$ cat src/rtl/max7219_frame_sequencer.sv
// max7219_frame_sequencer: streams MAX7219 init, intensity and row commands
// over a valid/ready command port. The frame buffer is held in registers.
// When MAX7219_SEQ_DOUBLE_BUF_EN is defined there are two buffers: row writes
// go to the back buffer, and the buffers swap at frame start so each frame
// sends a snapshot. When it is undefined, row writes go to the live buffer.
module max7219_frame_sequencer #(
  parameter logic [2:0] INIT_SCAN_LIMIT = 3'd7,
  parameter logic       AUTO_REFRESH    = 1'b0
) (
  input  logic       i_sys_clk,
  input  logic       i_rst_n,
  input  logic       i_row_we,
  input  logic [2:0] i_row_addr,
  input  logic [7:0] i_row_data,
  input  logic       i_frame_req,
  input  logic [3:0] i_intensity,
  output logic       o_cmd_valid,
  output logic [3:0] o_cmd_addr,
  output logic [7:0] o_cmd_data,
  input  logic       i_cmd_ready,
  output logic       o_busy,
  output logic       o_frame_done
);

  typedef enum logic [2:0] {
    S_INIT,
    S_IDLE,
    S_INTEN,
    S_ROWS,
    S_DONE
  } state_t;

  state_t      r_state, w_state_next;
  logic [2:0]  r_step, w_step_next;
  logic        r_cmd_valid, w_cmd_valid_next;
  logic [3:0]  r_cmd_addr, w_cmd_addr_next;
  logic [7:0]  r_cmd_data, w_cmd_data_next;
  logic        r_frame_done, w_frame_done_next;
  logic        r_pending, w_pending_next;
  logic [3:0]  r_last_int, w_last_int_next;

  logic        w_fire;
  logic        w_start;
  logic [2:0]  w_init_step;
  logic [11:0] w_init_cmd;
  logic [2:0]  w_rd_row;
  logic [7:0]  w_front_row;
  logic [7:0]  w_start_row0;
  logic [7:0]  w_row_wr;

  // One-hot row write enables.
  generate
    for (genvar gi = 0; gi < 8; gi++) begin : g_row_wr
      assign w_row_wr[gi] = i_row_we && (i_row_addr == 3'(gi));
    end
  endgenerate

`ifdef MAX7219_SEQ_DOUBLE_BUF_EN
  logic [7:0] r_buf [2][8];
  logic       r_front;
  logic       w_wr_sel;

  // A write that lands in the same cycle as a swap belongs to the new back buffer.
  assign w_wr_sel = w_start ? r_front : ~r_front;

  // Back-buffer writes and the front/back swap at frame start.
  always_ff @(posedge i_sys_clk or negedge i_rst_n) begin
    if (!i_rst_n) begin
      r_front <= 1'b0;
      for (int i = 0; i < 8; i++) begin
        r_buf[0][i] <= 8'h00;
        r_buf[1][i] <= 8'h00;
      end
    end else begin
      if (w_start) r_front <= ~r_front;
      for (int i = 0; i < 8; i++) begin
        if (w_row_wr[i]) r_buf[w_wr_sel][i] <= i_row_data;
      end
    end
  end

  // Row 0 is loaded at the swap edge, so it comes from the buffer about to become front.
  assign w_front_row  = r_buf[r_front][w_rd_row];
  assign w_start_row0 = r_buf[~r_front][0];
`else
  logic [7:0] r_buf [8];

  // Single live buffer; rows already loaded into the command register are unaffected.
  always_ff @(posedge i_sys_clk or negedge i_rst_n) begin
    if (!i_rst_n) begin
      for (int i = 0; i < 8; i++) r_buf[i] <= 8'h00;
    end else begin
      for (int i = 0; i < 8; i++) begin
        if (w_row_wr[i]) r_buf[i] <= i_row_data;
      end
    end
  end

  assign w_front_row  = r_buf[w_rd_row];
  assign w_start_row0 = r_buf[0];
`endif

  assign w_fire      = r_cmd_valid & i_cmd_ready;
  // In ROWS, the next row follows the one being accepted. Otherwise row 0 comes next.
  assign w_rd_row    = (r_state == S_ROWS) ? r_step + 3'd1 : 3'd0;
  // The first INIT command is presented before any command is valid.
  assign w_init_step = r_cmd_valid ? r_step + 3'd1 : r_step;

  // Power-up command table indexed by INIT step.
  always_comb begin
    w_init_cmd = {4'hF, 8'h00};
    case (w_init_step)
      3'd0:    w_init_cmd = {4'hC, 8'h01};
      3'd1:    w_init_cmd = {4'h9, 8'h00};
      3'd2:    w_init_cmd = {4'hB, 5'd0, INIT_SCAN_LIMIT};
      3'd3:    w_init_cmd = {4'hA, 4'h0, i_intensity};
      default: w_init_cmd = {4'hF, 8'h00};
    endcase
  end

  // Next-state logic. The command register is loaded only when a new command is
  // presented, so it stays stable while the serializer stalls.
  always_comb begin
    w_state_next      = r_state;
    w_step_next       = r_step;
    w_cmd_valid_next  = r_cmd_valid;
    w_cmd_addr_next   = r_cmd_addr;
    w_cmd_data_next   = r_cmd_data;
    w_frame_done_next = 1'b0;
    w_pending_next    = r_pending;
    w_last_int_next   = r_last_int;
    w_start           = 1'b0;

    case (r_state)
      S_INIT: begin
        if (i_frame_req) w_pending_next = 1'b1;
        if (!r_cmd_valid || w_fire) begin
          if (r_cmd_valid && (r_step == 3'd4)) begin
            w_state_next     = S_IDLE;
            w_step_next      = 3'd0;
            w_cmd_valid_next = 1'b0;
          end else begin
            w_step_next      = w_init_step;
            w_cmd_valid_next = 1'b1;
            w_cmd_addr_next  = w_init_cmd[11:8];
            w_cmd_data_next  = w_init_cmd[7:0];
            if (w_init_step == 3'd3) w_last_int_next = i_intensity;
          end
        end
      end
      S_IDLE: begin
        w_start = i_frame_req | r_pending;
      end
      S_INTEN: begin
        if (i_frame_req) w_pending_next = 1'b1;
        if (w_fire) begin
          w_state_next    = S_ROWS;
          w_step_next     = 3'd0;
          w_cmd_addr_next = 4'h1;
          w_cmd_data_next = w_front_row;
        end
      end
      S_ROWS: begin
        if (i_frame_req) w_pending_next = 1'b1;
        if (w_fire) begin
          // Leave ROWS on acceptance of row 7 instead of letting the counter wrap.
          if (r_step == 3'd7) begin
            w_state_next      = S_DONE;
            w_step_next       = 3'd0;
            w_cmd_valid_next  = 1'b0;
            w_frame_done_next = 1'b1;
          end else begin
            w_step_next     = r_step + 3'd1;
            w_cmd_addr_next = {1'b0, r_step} + 4'd2;
            w_cmd_data_next = w_front_row;
          end
        end
      end
      S_DONE: begin
        w_start = AUTO_REFRESH | r_pending;
        if (!w_start) begin
          // A request arriving during DONE is kept and served from IDLE.
          w_state_next   = S_IDLE;
          w_pending_next = i_frame_req;
        end
      end
      default: begin
        w_state_next = S_INIT;
        w_step_next  = 3'd0;
      end
    endcase

    if (w_start) begin
      // Starting a frame clears the pending request. A new request in DONE stays pending.
      w_pending_next   = (r_state == S_DONE) ? i_frame_req : 1'b0;
      w_cmd_valid_next = 1'b1;
      w_step_next      = 3'd0;
      if (i_intensity != r_last_int) begin
        w_state_next    = S_INTEN;
        w_cmd_addr_next = 4'hA;
        w_cmd_data_next = {4'h0, i_intensity};
        w_last_int_next = i_intensity;
      end else begin
        w_state_next    = S_ROWS;
        w_cmd_addr_next = 4'h1;
        w_cmd_data_next = w_start_row0;
      end
    end
  end

  // State and output registers. Reset stops any transfer in progress and restarts INIT.
  always_ff @(posedge i_sys_clk or negedge i_rst_n) begin
    if (!i_rst_n) begin
      r_state      <= S_INIT;
      r_step       <= 3'd0;
      r_cmd_valid  <= 1'b0;
      r_cmd_addr   <= 4'h0;
      r_cmd_data   <= 8'h00;
      r_frame_done <= 1'b0;
      r_pending    <= 1'b0;
      r_last_int   <= 4'h0;
    end else begin
      r_state      <= w_state_next;
      r_step       <= w_step_next;
      r_cmd_valid  <= w_cmd_valid_next;
      r_cmd_addr   <= w_cmd_addr_next;
      r_cmd_data   <= w_cmd_data_next;
      r_frame_done <= w_frame_done_next;
      r_pending    <= w_pending_next;
      r_last_int   <= w_last_int_next;
    end
  end

  assign o_cmd_valid  = r_cmd_valid;
  assign o_cmd_addr   = r_cmd_addr;
  assign o_cmd_data   = r_cmd_data;
  assign o_busy       = (r_state != S_IDLE);
  assign o_frame_done = r_frame_done;

endmodule
$ cat config.mk
export PLATFORM = sky130hd
export DESIGN_NAME = max7219_frame_sequencer
export DESIGN_NICKNAME = d
export VERILOG_FILES = /design/src/rtl/max7219_frame_sequencer.sv
export SDC_FILE = /design/constraint.sdc
export NUM_CORES = 1
export LEC_CHECK = 0
export CORE_MARGIN = 2
export CORE_UTILIZATION = 50
export CTS_BUF_LIST = sky130_fd_sc_hd__clkbuf_8 sky130_fd_sc_hd__clkbuf_16
export DETAILED_ROUTE_END_ITERATION = 10
export GPL_ROUTABILITY_DRIVEN = 0
export PLACE_DENSITY_LB_ADDON = 0.25
export SYNTH_ARGS = -nofsm -noshare
export SYNTH_HDL_FRONTEND = slang
export SYNTH_SLANG_ARGS = --single-unit
$ cat constraint.sdc
create_clock -name i_sys_clk -period 8.6 [get_ports i_sys_clk]
set_clock_uncertainty 0.2 [all_clocks]
set_input_delay 1.72 -clock i_sys_clk [delete_from_list [all_inputs] [get_ports i_sys_clk]]
set_output_delay 1.72 -clock i_sys_clk [all_outputs]
set_load 0.02 [all_outputs]
---- After elaboration in Yosys (flattened, before gate mapping) ----
Cells that the tools add are included.
W data, S select, Z words.
cells by class
  add/sub/neg operators ................... 2
  $mul .................................... 0
  div/mod/pow operators ................... 0
  $lt $le $gt $ge ......................... 1
  eq/ne operators ......................... 29
  shift operators ......................... 0
  muxes and demuxes ....................... 59
  bitwise operators ....................... 3
  reduce and logical (&&, ||, !) cells .... 24
operators by type and width
  operator               number
  $mux W8                9
  $mux W4                13
  $mux W3                15
  $pmux W11 S4           1
  $bmux W8 S3            1
  $pmux W8 S3            1
  $eq A3 B3 Y1 const B   7
  $ne A3 B3 Y1 const B   7
  $eq A3 B2 Y1 const B   6
  $pmux W3 S5            1
  $mux W1                13
  $pmux W3 S4            1
  $pmux W4 S3            1
  $eq A3 B1 Y1 const B   3
  $logic_and A1 B1 Y1    9
  $logic_not A3 Y1       3
  $reduce_and A4 Y1      2
  $reduce_and A7 Y1      1
  $ne A3 B1 Y1 const B   2
  $pmux W1 S2            3
  $reduce_and A6 Y1      1
  $reduce_bool A3 Y1     2
  $add A3 B2 Y4 const B  1
  $ge A4 B4 Y1 const B   1
  14 further kinds       14
storage, ports and cells
  bits in registers ....................... 89
  latch bits .............................. 0
  bits in writable memories ............... 0
  bits in read-only memories .............. 0
  output and inout port bits .............. 15
  logic and storage cells ................. 134
  memories ................................ 0

---- Logic depth before layout (Yosys ltp) ----
  depth after elaboration ................. 10
  gate-level depth with buffers ........... 10

---- Worst setup path after synthesis ----
No wires, ideal clock.
  kind .................................... in2reg
  start ................................... input i_intensity[1]
  end ..................................... register r_cmd_data[0], in the netlist o_cmd_data[0]
  library setup time ...................... 0.134 ns
  arrival time ............................ 3.082 ns
  required time ........................... 8.266 ns
  slack ................................... 5.183 ns
  cell stages on the path ................. 5
  buffers on the path ..................... 0
  path through ............................ xor2_1 nor4_1 mux2_2 a2111oi_0 a21oi_1
between the ends
  cells in the longest elaborated chain, start to end .. 3
RTL lines
  element                 line  RTL
  start: declaration      16    input logic [3:0] i_intensity,
  $ne A4 B4 Y1            198   if (i_intensity != r_last_int) begin
  $mux W8                 198
  $mux W8                 193   if (w_start) begin
  end signal: assignment  227   r_cmd_data <= w_cmd_data_next;
  end: declaration        37    logic [7:0] r_cmd_data, w_cmd_data_next;
Every way passes these cells.
A chain may end at the register's enable or synchronous reset.

---- Final worst setup path ----
  start ................................... register r_state[1]
  end ..................................... output o_busy
between the ends
  cells in the longest elaborated chain, start to end .. 1
RTL lines
  element                   line  RTL
  start: declaration        33    state_t r_state, w_state_next;
  start signal: assignment  223   r_state <= w_state_next;
  $ne A3 B1 Y1              237   assign o_busy = (r_state != S_IDLE);
  end: declaration          21    output logic o_busy,
Every way passes these cells.

==> run metrics <==
CP endpoint o_busy; r2r setup slk 4.83 ns; number of port buffers 34; critical path class register to output pin; Cell Area, Placed approximately 0.0051 sq mm; Die ar. about 0.010 sq mm; Sw Share between 40% and 50%; Max stage delay on crit path between 0.9 and 1 ns; Hold Vio Cnt, Final 0; vias in the first global route 3499; Synth Area in Compound Gates ~14%; share of the synthesized area in the top cell type ~47%; largest area contributor in the synthesized netlist dfrtp_1; Async SR Flop Fraction between 90% and 100%; clock sink count ~90; Setup Viol. Count Final 0; post-synthesis sequential area ratio 47.1%; setup_tns 0 ns; Routed Wire Length about 11000 um; starting density of the core between 50% and 60%; Simple-Gate Fraction of Synth Area a little over a tenth; DR WL/cell between 20 and 25 um; Detailed Routing Iterations Pass 1 4; Pwr Total 1.74 mW; Min Hold Slack around 0.30 ns; Post-synth EDFFs 0; cts repair resizes 0; R2R Path End o_cmd_data[6]; Area growth, synth to finish 11.8%; RR Startpoint r_step[0]; CP Depth 3; Netlist cell types between 50 and 60; Post-CTS Setup Bufs 0; Primary FF master, synth dfrtp_1; htree depth 3; core region area 0.00920 sq mm; share of cells above drive strength 1 between 20 and 30%; Leak around 2.2 nW; Finished Layout Cells approximately 540; worst path bufs/invs 2; drc violations 0; Detail Route Antenna Nets 0; unrepaired setup endpoints after global routing false; R2R depth 7; CTS tree yes; crit path DAT roughly 2.3 ns; DP Worst Slack about 4.6 ns; clock root buffer clkbuf_8; largest net degree at the start of global routing 60; First DRT Iteration DRCs around 180; Crit path max-delay family flip-flops; post-synthesis mux area share 22.7%; top cells by count, synth dfrtp_1, mux2_2, nand2_1; number of diodes 0; max cap viols 0; synthesized area ~0.0047 sq mm; IO Pins 35; Startpoint Class register; vias post-DR between 3000 and 4000; Crit. Startpoint r_state[1]; CTS Buf Count 9; clock share of power between 10% and 20%; synthesized area per cell about 12 sq um; Worst VDD drop ~0.00014 V; top-count cell post-synth dfrtp_1; first-pass GRT wire length roughly 18000 um; Total GRT Usage a little under a quarter; Slew Viols, Final 0; HP Class register to register; Crit Path Max Fanout 25; number of synthesized register bits a little under 90; top post-synthesis cells by area dfrtp_1, mux2_2, mux2i_1; Via density 6.30; Worst-path clk slew 0.09 ns; placed cell count 528; Psw ~0.7 mW; Max-slew headroom a little over a third; worst path cell trace inv_2, nand3_1, clkdlybuf4s50_1; crit end category output pin; CP max-delay cell dfrtp_1; CTS Buffer Depth 2; final period utilization between 40% and 50%; Die X-Extent roughly 100 um; pwr dens approximately 330 mW/mm^2; Comb power frac roughly 46%; Synth Warn # 0; # nets final approximately 450; grt total ovfl 0; status finished clean; Post-Syn Instances 405; Die Y between 100 and 150 um; Worst-Skew Late Latency between 0.3 and 0.4 ns; achievable frequency between 0.2 and 0.25 GHz; largest family of logic cells by synthesized area multiplexers; xor and xnor area share after synthesis under 10%; Final WS setup 4.43 ns; row cnt 35; Seq pwr share a little under two fifths; Int Power 1.03 mW; Final Util a little under three fifths; fraction of the mapped netlist area in adder cells between 1 and 1.5%; CTS Hold Bufs 0; design area 0.00529 sq mm; initial antenna violation count 0; worst endpoint required time 6.68 ns; Tightest Pin Transition roughly 0.96 ns; post-layout min period approximately 4.2 ns; Synth Net Count around 430; HPWL after detailed placement between 7000 and 8000 um
==> cells by family (layout without fill, tap and decap cells) <==
logic type | Yosys count | count (layout)
AOI/OAI and AO/OA | 92 | 92
adders and majority gates | 4 | 4
muxes | 97 | 97
DFF | 89 | 89
buffers and inverters | 34 | 62
xor gates and xnor gates | 6 | 6
and+or+nand+nor | 83 | 83
==> layout make-up <==
| cell class | instances | area [sq um] |
|---|---|---|
| fill | 779 | 3910 |
| multi-input combinational | 282 | 2340 |
| sequential | 89 | 2230 |
| timing repair buffer | 36 | 353 |
| clock buffer | 11 | 151 |
| tap | 111 | 139 |
| clock inverter | 5 | 38.8 |
| inverter | 10 | 37.5 |
==> placed cells by master (no fill, tap or decap), types with 3 or more instances in the layout <==
master           instances
buf_4                    3
a221oi_1                10
nor3_2                   4
mux2i_1                 14
nand4b_1                 4
o22ai_1                  4
o31ai_1                  3
clkdlybuf4s50_1         33
nand3_1                  5
xor2_1                   5
mux2_2                  83
o21ai_0                 16
a21oi_1                 15
a211oi_1                 5
inv_1                    9
dfrtp_1                 89
o221ai_1                 7
nor3_1                   3
a221o_1                  4
nand2b_1                 4
clkbuf_8                11
nand2_1                 23
or3_1                    3
a31oi_1                  8
nor2_1                  16
ha_1                     4
==> worst reg2reg max path, cell delays in order, from the launching register on <==
cell	delay [ns]
dfrtp_1	0.72
inv_1	0.51
ha_1	0.72
nand4b_4	0.41
a221oi_1	0.39
a31oi_1	0.11
a221o_1	0.35
mux2_2	0.26
==> layer usage <==
layer | routed length (um) | vias to the layer above | GRT usage [%]
met1 | 4890 | 1716 | 29.1
met2 | 5530 | 106 | 40.1
li1 | - | 1584 | -
met3 | 623 | 21 | 5.45
met4 | 216 | 0 | 6.65
met5 | 0 | - | 0
==> power by group through the flow <==
stage | Sequential [mW] | Clock [mW] | Combinational, mW
after CTS | 0.660 | 0.282 | 0.801
after global routing | 0.682 | 0.298 | 0.876
final | 0.663 | 0.274 | 0.802
after floorplan | 0.627 | 0 | 0.617
after global placement | 0.664 | 0 | 0.781
after detailed placement | 0.668 | 0 | 0.794
==> sequential cells by signal (all words and copies together) (netlist names) <==
name,flops
r_last_int,4
o_cmd_data,8
r_pending,1
o_frame_done,1
r_buf,56
w_start_row0,8
o_cmd_valid,1
o_cmd_addr,4
r_state,3
r_step,3
==> how the worst min path moves through the flow <==
stage	startpoint	endpoint	slack [ns]	cells after the start
final	r_buf[32]	r_buf[32]	0.30	1
after global routing	r_buf[35]	r_buf[35]	0.32	1
after CTS	r_buf[32]	r_buf[32]	0.31	1
after detailed placement	r_buf[32]	r_buf[32]	0.29	1
after global placement	o_cmd_data[3]	o_cmd_data[3]	0.28	1
after floorplan	r_buf[32]	r_buf[32]	0.27	1
No activity file was read; power rests on OpenSTA's default activity.
